[config.mk]
export PLATFORM = sky130hd
export DESIGN_NAME = towers_collision_ctrl
export DESIGN_NICKNAME = d
export VERILOG_FILES = /design/src/rtl/game_pkg.sv /design/src/rtl/frame_down_counter.sv /design/src/rtl/towers_collision_ctrl.sv
export SDC_FILE = /design/constraint.sdc
export NUM_CORES = 1
export LEC_CHECK = 0
export ABC_AREA = 1
export CORE_MARGIN = 2
export CORE_UTILIZATION = 53
export DETAILED_ROUTE_END_ITERATION = 12
export PLACE_DENSITY = 0.77
export RECOVER_POWER = 100
export SLEW_MARGIN = 25
export SYNTH_ARGS = -nofsm -noshare
export SYNTH_HDL_FRONTEND = slang
export SYNTH_SLANG_ARGS = --single-unit
[constraint.sdc]
create_clock -name clk -period 1.8 [get_ports clk]
set_input_delay 0.18 -clock clk [delete_from_list [all_inputs] [get_ports clk]]
set_output_delay 0.18 -clock clk [all_outputs]
set_load 0.1 [all_outputs]
[src/rtl/game_pkg.sv]
// Shared game constants and the collision controller state encoding.
package game_pkg;

    localparam int unsigned LIVES_W = 4;
    localparam int unsigned CNT_W   = 8;

    localparam int unsigned DEFAULT_INITIAL_LIVES = 3;
    localparam int unsigned DEFAULT_INVULN_FRAMES = 60;

    typedef enum logic [1:0] {
        PLAY = 2'd0,
        HIT  = 2'd1,
        OVER = 2'd2
    } gameState_t;

endpackage

[src/rtl/frame_down_counter.sv]
// Loadable down counter that steps once per startOfFrame, holds while paused and stops at zero.
module frame_down_counter
    import game_pkg::*;
(
    input  logic             clk,
    input  logic             resetN,
    input  logic             startOfFrame,
    input  logic             load,
    input  logic             clear,
    input  logic             hold,
    input  logic [CNT_W-1:0] loadValue,
    output logic [CNT_W-1:0] count
);

    // clear beats load, load beats a same-cycle frame step
    always_ff @(posedge clk or negedge resetN) begin
        if (!resetN) begin
            count <= '0;
        end else if (clear) begin
            count <= '0;
        end else if (load) begin
            count <= loadValue;
        end else if (startOfFrame && !hold && (count != '0)) begin
            count <= count - CNT_W'(1);
        end
    end

endmodule

[src/rtl/towers_collision_ctrl.sv]
// Player/tower collision controller: hit acceptance, lives, post-hit grace window, game over.
// Optional build macro COLLISION_BLINK_EN adds player blink during the grace window.
module towers_collision_ctrl
    import game_pkg::*;
#(
    parameter int unsigned INITIAL_LIVES = DEFAULT_INITIAL_LIVES,
    parameter int unsigned INVULN_FRAMES = DEFAULT_INVULN_FRAMES
) (
    input  logic               clk,
    input  logic               resetN,
    input  logic               startOfFrame,
    input  logic               playerDR,
    input  logic               towersDR,
    input  logic               pauseReq,
    input  logic               restart,
    output logic               collision,
    output logic [LIVES_W-1:0] lives,
    output logic               invulnerable,
    output logic               gameOver,
    output logic               pause,
    output logic               blink
);

    gameState_t         state;
    gameState_t         stateNext;
    logic [LIVES_W-1:0] livesNext;
    logic               overlapReg;
    logic               hitSeen;
    logic               hitAccept;
    logic               cntLoad;
    logic [CNT_W-1:0]   invulnCnt;

    // pixel overlap is registered before it can count as a hit
    always_ff @(posedge clk or negedge resetN) begin
        if (!resetN) begin
            overlapReg <= 1'b0;
        end else begin
            overlapReg <= playerDR & towersDR;
        end
    end

    // one accepted hit per frame; an overlap on the frame-start cycle still marks the new frame
    always_ff @(posedge clk or negedge resetN) begin
        if (!resetN) begin
            hitSeen <= 1'b0;
        end else if (restart) begin
            hitSeen <= 1'b0;
        end else if (overlapReg) begin
            hitSeen <= 1'b1;
        end else if (startOfFrame) begin
            hitSeen <= 1'b0;
        end
    end

    frame_down_counter uInvulnCnt (
        .clk          (clk),
        .resetN       (resetN),
        .startOfFrame (startOfFrame),
        .load         (cntLoad),
        .clear        (restart),
        .hold         (pauseReq),
        .loadValue    (CNT_W'(INVULN_FRAMES)),
        .count        (invulnCnt)
    );

    always_ff @(posedge clk or negedge resetN) begin
        if (!resetN) begin
            state <= PLAY;
        end else begin
            state <= stateNext;
        end
    end

    always_comb begin
        stateNext = state;
        livesNext = lives;
        hitAccept = 1'b0;
        cntLoad   = 1'b0;
        if (restart) begin
            stateNext = PLAY;
            livesNext = LIVES_W'(INITIAL_LIVES);
        end else begin
            case (state)
                PLAY: begin
                    if (overlapReg && !hitSeen) begin
                        hitAccept = 1'b1;
                        if (lives <= LIVES_W'(1)) begin
                            stateNext = OVER;
                            livesNext = '0;
                        end else begin
                            stateNext = HIT;
                            livesNext = lives - LIVES_W'(1);
                            cntLoad   = 1'b1;
                        end
                    end
                end
                HIT: begin
                    if (startOfFrame && !pauseReq && (invulnCnt <= CNT_W'(1))) begin
                        stateNext = PLAY;
                    end
                end
                OVER: begin
                    livesNext = '0;
                end
                default: begin
                    stateNext = PLAY;
                end
            endcase
        end
    end

    // outputs follow the next state so they line up with the collision pulse
    always_ff @(posedge clk or negedge resetN) begin
        if (!resetN) begin
            lives        <= LIVES_W'(INITIAL_LIVES);
            collision    <= 1'b0;
            invulnerable <= 1'b0;
            gameOver     <= 1'b0;
            pause        <= 1'b0;
        end else begin
            lives        <= livesNext;
            collision    <= hitAccept;
            invulnerable <= (stateNext == HIT);
            gameOver     <= (stateNext == OVER);
            pause        <= pauseReq | (stateNext == OVER);
        end
    end

`ifdef COLLISION_BLINK_EN
    logic [3:0] frameCnt;

    // frame counter runs only inside the grace window; bit 3 gives an 8-frame blink phase
    always_ff @(posedge clk or negedge resetN) begin
        if (!resetN) begin
            frameCnt <= '0;
            blink    <= 1'b0;
        end else begin
            if (stateNext != HIT) begin
                frameCnt <= '0;
            end else if (startOfFrame) begin
                frameCnt <= frameCnt + 4'd1;
            end
            blink <= (stateNext == HIT) & frameCnt[3];
        end
    end
`else
    assign blink = 1'b0;
`endif

endmodule

==> out/summary.txt, run 1 <==
Status: finished clean
Clk root buf: clkbuf_4
Sw Share: 50.2%
Starting density of the core: 54.9%
Pin count of the biggest net entering global routing: 21
# hold bufs at CTS: 0
Post-Syn Instances: 146
H-tree levels: 1
CTS Sinks: 20
Most common cell after layout, fill and taps aside: nand2_1
Die width: 51.2 um
Worst skew pair latency: 0.31 ns
Fin crit period: 1.66 ns
DP HPWL: 1740 um
Number of flops mapped to enable cells by yosys: 0
Ys Warns: 0
Placement Setup Slack: 0.146 ns
Finished Layout Cells: 191
Clk slew on worst S/H paths: 0.12 ns
Final WS setup: 0.144 ns
CP Max Fanout: 7
Setup crit end kind: flop
Final wirelength: 2330 um
Final ANT Viol Nets: 0
Worst Hold End: overlapReg
Post-CTS Setup Bufs: 0
Wirelength per Cell: 12.2 um
Syn Nets: 158
Commonest cells after routing, fill and taps aside: 27 x nand2_1, 21 x inv_1, 20 x nand3_1
R2R depth: 9
Netlist Area Pre-Place: 0.00118 sq mm
DRC Markers: 0
Die Y: 51.2 um
Initial DRC count: 20
Vias/cell: 5.30
Worst EP arrival: 1.86 ns
Pwr Density: 1480 mW/mm^2
CP startpoint: uInvulnCnt.count[0]
Synth Flop Type: dfrtp_1
Initial antenna violation count: 0
VDD IR max: 0.760 mV
Diodes inserted: 0
Placed insts: 187
Core box area: 0.00215 sq mm
Clk_skew: 0.00237 ns
Vias: 1013
Clock network fraction of design power: 13.5%
Nets: 176
Layout cell share with drive strength beyond 1: 19.0%
Flop pwr share: 34.2%
Achievable Freq: 604 MHz
Total Routing Usage GR: 21.2%
IO Pins: 16
Reg2Reg Setup Slack: 0.14 ns
Number of global-route vias before repair: 977
Critical Path Source Type: flop
RSZ-0062 raised after global routing: false
Worst Hold Path Cells: 3
Gpl congestion: 0.939
Row cnt: 17
Slew Limit Headroom: 28.6%
First-pass GRT wire length: 4140 um
Least-Margin Pin Slew: 1.07 ns
Layout fillers: 191
Final hold vios: 0
Reg2reg end: uInvulnCnt.count[5]
Yosys cell types: 32
Worst Hold Launch: towersDR
Sequential fraction of the synthesis area: 42.6%
Psw: 1.00 mW
Clock buffer count from CTS: 3
Total internal power: 0.996 mW
Post-route design area: 0.00136 sq mm
Max-Cap Viols: 0
Crit Path Class: flop to flop
Static leakage: 0.711 nW
Ratio of final minimum period to clock period: 92.0%
PortBufs: 14
Synth Area per Inst: 8.08 sq um
Synth area leader: dfrtp_1
Max-slew violation count: 0
Hold Crit Class: input port to flop
Power share of the combinational group: 52.3%
Top cells by area, synth: dfrtp_1 38%, nand3_1 8.5%, nand2_1 8.3%, inv_1 6.4%, ha_1 5.3%
Register Area: 510 sq um
Multi-input gate area: 583 sq um
TritonRoute pass-1 iters: 4
Reg2reg start: uInvulnCnt.count[0]
Clk buf depth: 2
GRT Residual Overflow: 0
Critical Path RT: 2.01 ns
Endpoints failing setup: 0
Synth async-reset ratio: 100%
Area growth, synth to finish: 14.8%
Die area: 0.00262 sq mm
FF+latch count, synth: 20
Placed cell area: 0.00139 sq mm
Fin Setup TNS: 0 ns
CTS tree: yes
Top-area cell type share of the netlist area: 38.2%
-- repair_timing --
action                     4_1_cts  5_1_grt
setup endpoints to repair        0        3
hold endpoints to repair         0        0
resized for setup                0        2
-- worst max-delay path, cell delays in order (launching register included) --
cell	delay, ns
dfrtp_1	0.41
inv_1	0.21
ha_1	0.20
inv_1	0.05
nor3_2	0.12
nand2_1	0.19
nand2_4	0.16
nand2_4	0.07
nand3_1	0.08
nand2_1	0.06
-- kinds of logic (layout without fill, tap and decap cells) --
family,after synthesis,count (layout),share of synthesized area (%)
buffers and inverters,25,42,8.38
AO/OA/AOI/OAI,14,14,8.27
XOR/XNOR,2,2,1.48
AND/OR/NAND/NOR,79,79,33.6
other,1,1,0.318
adder cells (fa/ha/maj),5,5,5.30
flip-flops,20,20,42.6
-- layer usage --
layer	track usage (%)	vias to the layer above	routed length, um
li1	-	506	-
met4	8.11	0	27
met2	35.9	25	1100
met5	0	-	0
met3	2.92	4	102
met1	27.5	478	1100
-- synth_stat cells, types with 2 or more instances --
master,instances
o21ai_0,5
nand2_4,3
nand2_1,26
dfstp_2,2
inv_1,20
o22ai_1,2
inv_2,3
dfrtp_1,18
nor2_2,5
nand3_1,20
ha_1,5
nand4_1,2
nor2_1,14
nand2_2,3
-- cell type report --
| cell class | count | share of cell area (%) |
|---|---|---|
| clock buffers | 4 | 2.68 |
| inverters | 23 | 6.37 |
| multi-input cells | 101 | 43.0 |
| flip-flops and latches | 20 | 37.7 |
| well taps | 28 | 2.59 |
| repair buffers | 15 | 7.66 |
-- metrics by stage --
step,hold slack [ns],utilization [%],total power [mW]
6_report,0.372,63.1,2.00
5_1_grt,0.374,63.1,2.17
3_3_place_gp,0.476,64.6,1.78
4_1_cts,0.204,66.3,2.08
2_1_floorplan,-0.116,-,1.53
3_5_place_dp,0.485,64.6,1.81
-- power by group through the flow --
stage,Sequential (mW),Combinational [mW],Clock (mW)
3_5_place_dp,0.700,1.11,0
6_report,0.684,1.05,0.270
3_3_place_gp,0.695,1.09,0
4_1_cts,0.691,1.12,0.274
5_1_grt,0.701,1.17,0.294
2_1_floorplan,0.888,0.646,0
-- sequential cells by signal, summed over array words and instances (netlist names) --
signal / flops
collision: 1
overlapReg: 1
invulnerable: 1
gameOver: 1
lives: 4
pause: 1
hitSeen: 1
uInvulnCnt.count: 8
state: 2
-- how the worst max path moves through the flow --
stage	end	slack (ns)	cells past startpoint
floorplan	uInvulnCnt.count[2]	0.08	9
global route	uInvulnCnt.count[3]	0.03	9
CTS	uInvulnCnt.count[5]	0.11	9
global placement	uInvulnCnt.count[5]	0.18	9
finish	uInvulnCnt.count[5]	0.14	9
detailed placement	uInvulnCnt.count[5]	0.15	9
No activity file was read; power rests on OpenSTA's default activity.
==> inputs of run 2 (changes only) <==
--- a/config.mk
+++ b/config.mk
@@ -9,7 +9,7 @@
 export CORE_MARGIN = 2
 export CORE_UTILIZATION = 53
 export DETAILED_ROUTE_END_ITERATION = 12
-export PLACE_DENSITY = 0.77
+export PLACE_DENSITY = 0.88
 export RECOVER_POWER = 100
 export SLEW_MARGIN = 25
 export SYNTH_ARGS = -nofsm -noshare
==> out/summary.txt, run 2 (same netlist as run 1, synthesis figures left out) <==
Setup crit end kind: flop
Final WS setup: 0.103 ns
Most common cell after layout, fill and taps aside: nand2_1
Max-slew violation count: 0
RSZ-0062 raised after global routing: false
Core box area: 0.00215 sq mm
Commonest cells after routing, fill and taps aside: 27 x nand2_1, 21 x inv_1, 20 x nand3_1
CTS Sinks: 20
# hold bufs at CTS: 0
Pwr Density: 1460 mW/mm^2
Starting density of the core: 54.9%
Clock buffer count from CTS: 3
Layout fillers: 186
Top Registers: uInvulnCnt.count: 8 flops, lives: 4 flops, state: 2 flops
CP startpoint: lives[0]
Clk root buf: clkbuf_4
IO Pins: 16
Final wirelength: 2500 um
Row cnt: 17
Largest delay contributor family on the critical path: flip-flops
Fin crit period: 1.70 ns
Placed cell area: 0.00140 sq mm
Die Y: 51.2 um
Vias/cell: 5.37
Fin Setup TNS: 0 ns
Nets: 177
End-of-flow core utilization: 62.4%
Finished Layout Cells: 191
Post-CTS Setup Bufs: 0
DP HPWL: 1950 um
Initial DRC count: 19
Die width: 51.2 um
Status: finished clean
Crit Path Class: flop to flop
Clk slew on worst S/H paths: 0.11 ns
Initial antenna violation count: 0
Slowest-stage cell, CP: dfstp_4
Wirelength per Cell: 13.1 um
Die area: 0.00262 sq mm
Final ANT Viol Nets: 0
Number of global-route vias before repair: 949
CP Max Fanout: 8
Area growth, synth to finish: 13.7%
Max-Cap Viols: 0
Cell Chain, Critical Path: inv_1, ha_1, inv_1, nand2_1, nand2_4, nand3_2, nand3_1, nand3_1, nand2_1
Final hold vios: 0
Diodes inserted: 0
CTS tree: yes
Worst path max stage delay: 0.65 ns
PortBufs: 14
Ratio of final minimum period to clock period: 94.3%
Achievable Freq: 589 MHz
H-tree levels: 1
Hold Crit Class: input port to flop
Static leakage: 0.709 nW
CP Buf/Inv Count: 2
Vias: 1025
Placement Setup Slack: 0.137 ns
First-pass GRT wire length: 4180 um
Least-Margin Pin Slew: 1.08 ns
Clk buf depth: 2
Post-CTS resize count: 0
Worst Hold Launch: playerDR
DRC Markers: 0
Pin count of the biggest net entering global routing: 21
GRT Residual Overflow: 0
VDD IR max: 0.669 mV
Slew Limit Headroom: 28.1%
Critical Path RT: 2.04 ns
Clk_skew: 0.00585 ns
Placed insts: 188
Gpl congestion: 0.886
TritonRoute pass-1 iters: 4
Endpoints failing setup: 0
Reg2reg start: lives[0]
Top reg by flops: uInvulnCnt.count
Worst EP arrival: 1.94 ns
Max reg flops: 8
Total Routing Usage GR: 22.4%
Post-route design area: 0.00134 sq mm
Critical Path Source Type: flop
Layout cell share with drive strength beyond 1: 19.0%
Worst skew pair latency: 0.31 ns
## run 2: cell types whose count changed in the layout (fill, tap and decap cells not counted)
cell,before,now
dlygate4sd3_1,2,3
buf_4,0,1
clkdlybuf4s50_1,4,3
o21ai_1,1,0
clkbuf_8,1,0
nand3_4,1,0
nand3_2,0,1
o21ai_0,4,5
## run 2: layout make-up
type | count | area (sq um) | area share [%]
Tap cell | 28 | 35.0 | 2.61
Inverter | 23 | 86.3 | 6.44
Sequential cell | 20 | 510 | 38.1
Clock buffer | 3 | 22.5 | 1.68
Timing Repair Buffer | 16 | 111 | 8.30
Multi-Input combinational cell | 101 | 576 | 42.9
## run 2: path summary, 6_finish.rpt
kind                       cells after the start                   to  slack [ns]
max in group asynchronous                      2  uInvulnCnt.count[6]        0.57
min reg2reg                                    2              hitSeen        0.51
min in group asynchronous                      2             state[1]        0.58
min                                            3           overlapReg        0.39
max                                            9  uInvulnCnt.count[2]        0.10
max reg2reg                                    9  uInvulnCnt.count[2]        0.10
## run 2: tightest hold or removal path: stages
cell	delay (ns)
clkdlybuf4s50_1	0.40
nand2_1	0.06
inv_1	0.03
## run 2: report_power, final
part           internal (mW)  leakage [nW]  switching [mW]  total, mW
Combinational          0.307         0.433           0.751       1.06
Sequential             0.567         0.262           0.117      0.684
Clock                 0.0782        0.0138           0.134      0.212
Total                  0.952         0.709            1.00       1.95
## run 2: layer usage
metal	part of all wire (%)	vias to the layer above	track usage (%)
met5	0	-	0
met4	2.4	0	12.2
met3	2.9	6	3.51
met2	51	31	37.0
met1	44	486	28.1
li1	-	502	-
## run 2: metrics by stage
| stage | power, mW | hold WS [ns] |
|---|---|---|
| 2_1_floorplan | 1.53 | -0.116 |
| 3_3_place_gp | 1.77 | 0.477 |
| 3_5_place_dp | 1.83 | 0.489 |
| 4_1_cts | 2.04 | 0.209 |
| 5_1_grt | 2.10 | 0.405 |
| 6_report | 1.95 | 0.386 |
